==> src/rtl/core_pkg.sv <==
// rtl/core_pkg.sv - shared core encodings and MEM-to-WB bus geometry
package core_pkg;

    // load_op[1:0] access size
    localparam logic [1:0] LD_B = 2'b00;
    localparam logic [1:0] LD_H = 2'b01;
    localparam logic [1:0] LD_W = 2'b10;
    localparam logic [1:0] LD_D = 2'b11;
    // load_op bit selecting zero extension
    localparam int LD_UNSIGNED = 2;

    // exception codes
    localparam logic [5:0] ECODE_INT = 6'h00;
    localparam logic [5:0] ECODE_PIL = 6'h01;
    localparam logic [5:0] ECODE_ADE = 6'h08;
    localparam logic [5:0] ECODE_ALE = 6'h09;
    localparam logic [5:0] ECODE_SYS = 6'h0B;
    localparam logic [5:0] ECODE_BRK = 6'h0C;
    localparam logic [5:0] ECODE_INE = 6'h0D;

    // Number of single-bit MEM-to-WB fields plus the 3-bit load_op:
    // gr_we, res_from_mem, res_from_csr, csr_we, ex, badv_we, ertn, load_op[2:0]
    localparam int MS2WS_CTRL_W = 10;
    // Datapath-wide fields: pc, alu_result, mem_rdata, csr_wdata, csr_wmask, badv
    localparam int MS2WS_DATA_FIELDS = 6;

    // Total width of the MEM-to-WB payload bus for a given configuration.
    function automatic int ms2ws_bus_w(input int data_w, input int reg_aw,
                                       input int csr_aw, input int ecode_w,
                                       input int lane_w);
        return MS2WS_DATA_FIELDS * data_w + reg_aw + csr_aw + ecode_w + lane_w
               + MS2WS_CTRL_W;
    endfunction

endpackage

==> src/rtl/load_extend.sv <==
// rtl/load_extend.sv - byte/half/word/double lane select with sign or zero extension
module load_extend
    import core_pkg::*;
#(
    parameter int DATA_W = 32,
    localparam int LANE_W = $clog2(DATA_W / 8)
) (
    input  logic [DATA_W-1:0] rdata,
    input  logic [LANE_W-1:0] addr_lo,
    input  logic [2:0]        load_op,
    output logic [DATA_W-1:0] result
);

    logic [LANE_W-1:0] h_idx;
    logic [LANE_W-1:0] w_idx;
    logic [7:0]        lane_b;
    logic [15:0]       lane_h;
    logic [31:0]       lane_w;
    logic              is_unsigned;

    // Half and word indices drop the low address bits; on a 32-bit datapath
    // the word index is always zero.
    assign h_idx       = addr_lo >> 1;
    assign w_idx       = addr_lo >> 2;
    assign lane_b      = rdata[{addr_lo, 3'b000} +: 8];
    assign lane_h      = rdata[{h_idx, 4'b0000} +: 16];
    assign lane_w      = rdata[{w_idx, 5'b00000} +: 32];
    assign is_unsigned = load_op[LD_UNSIGNED];

    // Extend the selected lane to the datapath width; a double load passes through.
    always_comb begin
        result = rdata;
        case (load_op[1:0])
            LD_B: result = is_unsigned ? DATA_W'(lane_b) : DATA_W'($signed(lane_b));
            LD_H: result = is_unsigned ? DATA_W'(lane_h) : DATA_W'($signed(lane_h));
            LD_W: result = is_unsigned ? DATA_W'(lane_w) : DATA_W'($signed(lane_w));
            default: result = rdata;
        endcase
    end

endmodule

==> src/rtl/wb_commit_stage.sv <==
// rtl/wb_commit_stage.sv - write-back/commit stage with precise exception commit
module wb_commit_stage
    import core_pkg::*;
#(
    parameter int DATA_W  = 32,
    parameter int REG_AW  = 5,
    parameter int CSR_AW  = 14,
    parameter int ECODE_W = 6,
    parameter int CNT_W   = 64,
    localparam int LANE_W = $clog2(DATA_W / 8)
) (
    input  logic               clk,
    input  logic               resetn,
    input  logic               ms_valid,
    output logic               ws_allowin,
    input  logic [DATA_W-1:0]  ms_pc,
    input  logic               ms_gr_we,
    input  logic [REG_AW-1:0]  ms_dest,
    input  logic [DATA_W-1:0]  ms_alu_result,
    input  logic [DATA_W-1:0]  ms_mem_rdata,
    input  logic [LANE_W-1:0]  ms_addr_lo,
    input  logic               ms_res_from_mem,
    input  logic [2:0]         ms_load_op,
    input  logic               ms_res_from_csr,
    input  logic               ms_csr_we,
    input  logic [CSR_AW-1:0]  ms_csr_num,
    input  logic [DATA_W-1:0]  ms_csr_wdata,
    input  logic [DATA_W-1:0]  ms_csr_wmask,
    input  logic               ms_ex,
    input  logic [ECODE_W-1:0] ms_ecode,
    input  logic               ms_badv_we,
    input  logic [DATA_W-1:0]  ms_badv,
    input  logic               ms_ertn,
    input  logic [DATA_W-1:0]  csr_rvalue,
    output logic               rf_we,
    output logic [REG_AW-1:0]  rf_waddr,
    output logic [DATA_W-1:0]  rf_wdata,
    output logic [REG_AW-1:0]  fwd_dest,
    output logic               fwd_from_mem,
    output logic [DATA_W-1:0]  fwd_data,
    output logic               csr_we,
    output logic [CSR_AW-1:0]  csr_num,
    output logic [DATA_W-1:0]  csr_wdata,
    output logic [DATA_W-1:0]  csr_wmask,
    output logic               wb_ex,
    output logic [ECODE_W-1:0] wb_ecode,
    output logic [DATA_W-1:0]  wb_era,
    output logic               wb_badv_we,
    output logic [DATA_W-1:0]  wb_badv,
    output logic               wb_ertn,
    output logic               wb_flush,
    output logic [CNT_W-1:0]   instret,
    output logic [DATA_W-1:0]  debug_wb_pc,
    output logic [3:0]         debug_wb_rf_we,
    output logic [REG_AW-1:0]  debug_wb_rf_wnum,
    output logic [DATA_W-1:0]  debug_wb_rf_wdata
);

    localparam int BUS_W = ms2ws_bus_w(DATA_W, REG_AW, CSR_AW, ECODE_W, LANE_W);

    logic              ws_valid;
    logic              ws_ready_go;
    logic [BUS_W-1:0]  ms_bus;
    logic [BUS_W-1:0]  ws_bus;

    logic [DATA_W-1:0]  ws_pc;
    logic               ws_gr_we;
    logic [REG_AW-1:0]  ws_dest;
    logic [DATA_W-1:0]  ws_alu_result;
    logic [DATA_W-1:0]  ws_mem_rdata;
    logic [LANE_W-1:0]  ws_addr_lo;
    logic               ws_res_from_mem;
    logic [2:0]         ws_load_op;
    logic               ws_res_from_csr;
    logic               ws_csr_we;
    logic [CSR_AW-1:0]  ws_csr_num;
    logic [DATA_W-1:0]  ws_csr_wdata;
    logic [DATA_W-1:0]  ws_csr_wmask;
    logic               ws_ex;
    logic [ECODE_W-1:0] ws_ecode;
    logic               ws_badv_we;
    logic [DATA_W-1:0]  ws_badv;
    logic               ws_ertn;
    logic [DATA_W-1:0]  load_result;
    logic [DATA_W-1:0]  final_result;

    // Pack and unpack use the same field order so the bus stays consistent.
    assign ms_bus = {ms_pc, ms_gr_we, ms_dest, ms_alu_result, ms_mem_rdata, ms_addr_lo,
                     ms_res_from_mem, ms_load_op, ms_res_from_csr, ms_csr_we, ms_csr_num,
                     ms_csr_wdata, ms_csr_wmask, ms_ex, ms_ecode, ms_badv_we, ms_badv,
                     ms_ertn};
    assign {ws_pc, ws_gr_we, ws_dest, ws_alu_result, ws_mem_rdata, ws_addr_lo,
            ws_res_from_mem, ws_load_op, ws_res_from_csr, ws_csr_we, ws_csr_num,
            ws_csr_wdata, ws_csr_wmask, ws_ex, ws_ecode, ws_badv_we, ws_badv,
            ws_ertn} = ws_bus;

    assign ws_ready_go = 1'b1;
    assign ws_allowin  = !ws_valid || ws_ready_go;

    // Stage valid: a flush kills whatever MEM offers on the same edge.
    always_ff @(posedge clk) begin
        if (!resetn) begin
            ws_valid <= 1'b0;
        end else if (wb_flush) begin
            ws_valid <= 1'b0;
        end else if (ws_allowin) begin
            ws_valid <= ms_valid;
        end
    end

    // Payload register: captures MEM fields on an accepted handshake.
    always_ff @(posedge clk) begin
        if (!resetn) begin
            ws_bus <= '0;
        end else if (ms_valid && ws_allowin && !wb_flush) begin
            ws_bus <= ms_bus;
        end
    end

    load_extend #(.DATA_W(DATA_W)) u_load_extend (
        .rdata   (ws_mem_rdata),
        .addr_lo (ws_addr_lo),
        .load_op (ws_load_op),
        .result  (load_result)
    );

    assign final_result = ws_res_from_mem ? load_result :
                          ws_res_from_csr ? csr_rvalue  : ws_alu_result;

    // An excepting instruction suppresses every architectural side effect.
    assign rf_we      = ws_valid & ws_gr_we & !ws_ex;
    assign rf_waddr   = ws_dest;
    assign rf_wdata   = final_result;
    assign csr_we     = ws_valid & ws_csr_we & !ws_ex;
    assign csr_num    = ws_csr_num;
    assign csr_wdata  = ws_csr_wdata;
    assign csr_wmask  = ws_csr_wmask;
    assign wb_ex      = ws_valid & ws_ex;
    assign wb_ecode   = ws_ecode;
    assign wb_era     = ws_pc;
    assign wb_ertn    = ws_valid & ws_ertn & !ws_ex;
    assign wb_badv_we = wb_ex & ws_badv_we;
    assign wb_badv    = ws_badv;
    assign wb_flush   = wb_ex | wb_ertn;

    assign fwd_dest     = rf_we ? ws_dest : '0;
    assign fwd_from_mem = ws_valid & ws_res_from_mem;
    assign fwd_data     = final_result;

    assign debug_wb_pc       = ws_pc;
    assign debug_wb_rf_we    = {4{rf_we}};
    assign debug_wb_rf_wnum  = ws_dest;
    assign debug_wb_rf_wdata = final_result;

    // Retired-instruction counter; ertn retires, exceptions do not. Wraps naturally.
    always_ff @(posedge clk) begin
        if (!resetn) begin
            instret <= '0;
        end else if (ws_valid && !ws_ex) begin
            instret <= instret + CNT_W'(1);
        end
    end

endmodule
==> config.mk <==
export PLATFORM = sky130hd
export DESIGN_NAME = wb_commit_stage
export DESIGN_NICKNAME = d
export VERILOG_FILES = /design/src/rtl/core_pkg.sv /design/src/rtl/load_extend.sv /design/src/rtl/wb_commit_stage.sv
export SDC_FILE = /design/constraint.sdc
export NUM_CORES = 1
export LEC_CHECK = 0
export CAP_MARGIN = 20
export CORE_AREA = 4 4 240 242
export CTS_CLUSTER_DIAMETER = 150
export DETAILED_ROUTE_END_ITERATION = 6
export DIE_AREA = 0 0 244 246
export PLACE_DENSITY_LB_ADDON = 0.05
export SLEW_MARGIN = 10
export SYNTH_ARGS = -nofsm -noshare
export SYNTH_HDL_FRONTEND = slang
export SYNTH_SLANG_ARGS = --single-unit
==> constraint.sdc <==
create_clock -name clk -period 3.63 [get_ports clk]
set_input_delay 0.9075 -clock clk [delete_from_list [all_inputs] [get_ports clk]]
set_output_delay 0.9075 -clock clk [all_outputs]
set_load 0.01 [all_outputs]
# ---- Word level (Yosys, flattened, before mapping)
# Cells that the tools add are included.
dict set report word_totals {
  reg_bits 294
  output_inout_bits 367
}
dict set report op_classes {
  n_addsub 1
  eq_ne 1
  shift 2
  muxes 6
  bitwise_logic 11
  reduce_logical 6
}
# cell count
set op_table {}
lappend op_table {{32-bit two-way mux} 4}
lappend op_table {{64-bit by 1-bit adder with 64-bit output, second input constant} 1}
lappend op_table {{32-bit case mux with 2 select lines} 1}
lappend op_table {{32-bit by 6-bit indexed part select with 16-bit output} 1}
lappend op_table {{32-bit by 6-bit indexed part select with 8-bit output} 1}
lappend op_table {{1-bit AND} 9}
lappend op_table {{5-bit two-way mux} 1}
lappend op_table {{2-bit by 1-bit equality test with 1-bit output, second input constant} 1}
lappend op_table {{1-bit logical AND} 2}
lappend op_table {{1-bit zero test} 2}
lappend op_table {{2-bit zero test} 1}
lappend op_table {{2-bit OR reduction} 1}
lappend op_table {{1-bit NOT} 1}
lappend op_table {{1-bit OR} 1}

# ---- Logic depth before layout (Yosys ltp)
dict set report depth {
  depth_word 5
  mapped_depth 7
  depth_no_buf 6
}

# ---- By module
# Synthesis repeated with hierarchy kept, for this count alone.
dict set report unflattened {
  cells_unflattened 1846
  hier_area_um2 14167.3
}
# mod n_inst cells_per_inst area_per_inst_um2 seq_area_each_um2
set modules_own_cells {}
lappend modules_own_cells {wb_commit_stage 1 1729 13452.9 5885.6}
lappend modules_own_cells {load_extend 1 117 714.4 0.0}

# ---- Worst setup path before layout
# OpenSTA, ideal clock, no wires.
dict set report synth_timing {
  path_kind {register to output}
  startpoint {register ws_bus[126]}
  endpoint {output port fwd_data[28]}
  arrival_time_ns 1.906
  t_required_ns 2.723
  setup_slack_ns 0.817
  stages_incl_launch_ff 8
  path_cell_list {dfxtp_1 -> mux2_2 -> mux2i_1 -> nor3_1 -> clkbuf_1 -> a21oi_1 -> a21oi_1 -> buf_4}
}
dict set report synth_via {
  elab_chain_len 4
  word_cells_on_any_way 6
}
# element line_no
set synth_lines {}
lappend synth_lines {{start, declared} wb_commit_stage.sv:64} ;# logic [BUS_W-1:0] ws_bus;
lappend synth_lines {{start signal, assigned} wb_commit_stage.sv:116} ;# ws_bus <= ms_bus;
lappend synth_lines {{32-bit by 6-bit indexed part select with 16-bit output / 32-bit by 6-bit indexed part select with 8-bit output (equally long branches)} {load_extend.sv:26, load_extend.sv:25}}
lappend synth_lines {{32-bit two-way mux (on tied branches)} {load_extend.sv:35, load_extend.sv:34}}
lappend synth_lines {{32-bit case mux with 2 select lines (*)} load_extend.sv:33} ;# case (load_op[1:0])
lappend synth_lines {{32-bit two-way mux (*)} wb_commit_stage.sv:127} ;# assign final_result = ws_res_from_mem ? load_result :
lappend synth_lines {{end, declared} wb_commit_stage.sv:40} ;# output logic [DATA_W-1:0] fwd_data,
# Mark *: on every way between the ends. The rest lies on a longest branch, timed or not.

# ---- Worst setup path in the final report
dict set report layout_timing {
  startpoint {register ws_bus[126]}
  endpoint {output port rf_wdata[3]}
}
dict set report layout_via {
  elab_chain_len 4
  word_cells_on_any_way 6
}
# element line_no
set layout_lines {}
lappend layout_lines {{32-bit by 6-bit indexed part select with 16-bit output / 32-bit by 6-bit indexed part select with 8-bit output (equally long branches)} {load_extend.sv:26, load_extend.sv:25}}
lappend layout_lines {{32-bit two-way mux (on tied branches)} {load_extend.sv:35, load_extend.sv:34}}
lappend layout_lines {{32-bit case mux with 2 select lines (*)} load_extend.sv:33}
lappend layout_lines {{32-bit two-way mux (*)} wb_commit_stage.sv:127}
lappend layout_lines {{end, declared} wb_commit_stage.sv:37} ;# output logic [DATA_W-1:0] rf_wdata,
# Marked as above.

==> results_dict.tcl <==
set metrics [dict create \
    drt_iter0_drc 562 \
    required_ns 2.72 \
    vias 13094 \
    cts.sinks 294 \
    period_minus_slack_ns 3.50 \
    antenna_found_initial 9 \
    ys_warn_count 0 \
    pre_cts_slack_ns 0.174 \
    slowest_delay_ns 0.51 \
    vdd_drop_max_mv 0.290 \
    r2r_slack_ns 0.87 \
    worstSkewPairLatency_ns 0.54 \
    rows 86 \
    path_class "reg2out" \
    syn_avg_cell_area_um2 7.68 \
    drt_first_pass_iters 5 \
    cp_cell_sequence "buf_4 > mux2_2 > o22a_1 > o22ai_1 > a21oi_1 > clkdlybuf4s50_1" \
    gp_congestion 0.807 \
    drive_gt1_frac 0.0719 \
    crit_path_top_delay_cell "clkdlybuf4s50_1" \
    fin_nets 2425 \
    slew_violations 0 \
    cts_tree "built" \
    synth.distinct_cells 50 \
    finalWorstSetupSlack_ns 0.135 \
    path_max_fanout 8 \
    grt_pass1_wl_um 82500 \
    period_share 0.963 \
    clk_pin_slew_ns 0.05 \
    setup_violations 0 \
    ys.flop_type "dfxtp_1" \
    drc_errors 0 \
    start_util 0.254 \
    grt_max_degree 88 \
    routed_wl_um 56400 \
    synth_edf_count 0 \
    crit_arrival_ns 2.59 \
    die_h_um 246 \
    cts_root_buf "clkbuf_16" \
    reg2reg_depth 5 \
    multi_input_comb_area_um2 5800 \
    max_cap_viol_count 0 \
    coreArea_um2 55100 \
    power_mw 8.89 \
    track_usage 0.177 \
    grt_pass1_vias 12967 \
    crit_path_end_kind "primary output" \
    area_growth_pct 47.8 \
    hold_path_class "reg2reg" \
    powerDensity_nw_per_um2 430 \
    skew_ns 0.0153 \
    startpoint_type "flip-flop" \
    worst_pin_slew_ns 0.645 \
    status "completed" \
    pin_count 631 \
    async_reset_ff_frac 0 \
    worstReg2RegEnd "instret[36]" \
    syn_area_um2 14000 \
    ys_seq_area_frac 0.421 \
    dpl.hpwl_um 42100 \
    mostFrequentLayoutCell "clkdlybuf4s50_1" \
    avgRoutedWirePerCell_um 19.2 \
    hold_violations 0 \
    die_x_um 244 \
    drtAntennaViolNets 0 \
    setup.worst_path.start "ws_bus[126]" \
    min_path_cells 2 \
    io_buffers 629 \
    seqCellArea_um2 5900 \
    reg2reg_from "instret[11]" \
    fmax_mhz 286 \
    crit_path_end "rf_wdata[3]" \
    p_leak_nw 7.51 \
    numCtsBuffers 40 \
    fill_cells 5808 \
    grt-ovfl-total 0 \
    max-slew-margin-rel 0.570 \
    synth_nets 2087 \
    mostFrequentLayoutCells "clkdlybuf4s50_1 (615), nand2_1 (499), dfxtp_1 (288), a21oi_1 (285), clkbuf_16 (42)" \
    fp.dieArea_um2 60000 \
    cts_buffer_depth 3 \
    vias_per_cell 4.46 \
    htree_num_levels 2 \
    syn_inst 1822 \
    ys_ff_latch 294 \
]
[how the worst min path moves through the flow]
| stage | slack [ns] | start | to |
|---|---|---|---|
| 6_report | 0.45 | ws_bus[119] | ws_bus[119] |
| 5_1_grt | 0.47 | ws_bus[12] | ws_bus[12] |
| 4_1_cts | 0.45 | ws_bus[119] | ws_bus[119] |
| 3_5_place_dp | 0.44 | ws_bus[163] | ws_bus[163] |
| 3_3_place_gp | 0.44 | ws_bus[119] | ws_bus[119] |
| 2_1_floorplan | 0.43 | ws_bus[119] | ws_bus[119] |
[cell type report]
type / instances / share of cell area
clock buffer: 60 / 0.0589
antenna: 4 / 0.000484
multi-input combinational: 1148 / 0.280
timing repair buffer: 667 / 0.326
tap: 748 / 0.0453
inverter: 9 / 0.00200
clock inverter: 5 / 0.00175
sequential: 294 / 0.285
[cells in the mapped netlist, drive strengths merged (2+ instances only)]
| cell | n | share of area |
|---|---|---|
| nor3 | 11 | 0.0039 |
| nand4 | 25 | 0.012 |
| nor4 | 17 | 0.0076 |
| or2 | 3 | 0.0013 |
| mux2 | 16 | 0.013 |
| or3 | 26 | 0.012 |
| xnor2 | 22 | 0.014 |
| nand3 | 13 | 0.0046 |
| o22a | 7 | 0.0044 |
| nand2b | 2 | 0.00089 |
| xor2 | 10 | 0.0063 |
| inv | 8 | 0.0021 |
| and4 | 9 | 0.0056 |
| or4 | 7 | 0.0041 |
| nand3b | 3 | 0.0016 |
| o22ai | 15 | 0.0067 |
| nor2b | 24 | 0.011 |
| o21ai | 30 | 0.011 |
| a211oi | 24 | 0.013 |
| mux2i | 5 | 0.0036 |
| clkbuf | 104 | 0.028 |
| and2 | 8 | 0.0036 |
| and3 | 10 | 0.0046 |
| o31ai | 2 | 0.0011 |
| a21oi | 306 | 0.11 |
| nand2 | 501 | 0.13 |
| dfxtp | 294 | 0.42 |
| nor2 | 41 | 0.011 |
| buf | 266 | 0.14 |
[critical path: cells and delay by family (launching register included)]
| family | cells | cell delay, ns |
|---|---|---|
| AOI/OAI and AO/OA | 3 | 0.63 |
| buffers and inverters | 2 | 0.70 |
| DFF | 1 | 0.37 |
| muxes | 1 | 0.36 |
[layer usage]
metal,GRT usage,vias to the layer above,part of all wire
li1,-,6490,-
met1,0.214,6103,0.42
met2,0.301,412,0.48
met3,0.0587,81,0.080
met4,0.0511,8,0.024
met5,0,-,0.0011
[report_power, final]
| group | leakage (nW) | switching (mW) | internal (mW) | total (mW) |
|---|---|---|---|---|
| Clock | 0.621 | 1.50 | 2.30 | 3.80 |
| Sequential | 2.41 | 0.113 | 3.38 | 3.50 |
| Combinational | 4.48 | 0.717 | 0.875 | 1.59 |
| Total | 7.51 | 2.33 | 6.55 | 8.89 |
[metrics by stage]
stage / area, um^2 / utilization / hold slack [ns] / setup TNS [ns] / std cells
after floorplan: 14000 / - / 0.432 / 0 / 1822
after global placement: 19300 / 0.350 / 0.438 / 0 / 2866
after detailed placement: 19300 / 0.350 / 0.444 / 0 / 2866
after CTS: 20600 / 0.373 / 0.451 / 0 / 2931
after global routing: 20700 / 0.375 / 0.465 / -0.599 / 2934
final: 20700 / 0.375 / 0.448 / 0 / 2935
[timing repair]
action | 4_1_cts | 5_1_grt
hold buffers | 0 | 0
setup endpoints to repair | 80 | 89
setup buffers | 0 | 0
pin swaps | 0 | 1
gates resized for setup | 14 | 33
[sequential cells by signal (all words and copies together), names as in the netlist]
| register | cells |
|---|---|
| ws_bus | 229 |
| instret | 64 |
| ws_valid | 1 |
[cells by family (layout without fill, tap and decap cells)]
logic type / after synthesis / in the layout / share of synthesized area
simple gates: 705 / 705 / 0.221
compound gates: 388 / 388 / 0.147
buf+inv: 380 / 741 / 0.173
flops: 294 / 294 / 0.421
xor+xnor: 32 / 32 / 0.0200
mux: 21 / 21 / 0.0164
fa+ha+maj: 1 / 1 / 0.000894
other cells: 1 / 5 / 0.000268
(Power assumes the default switching activity.)
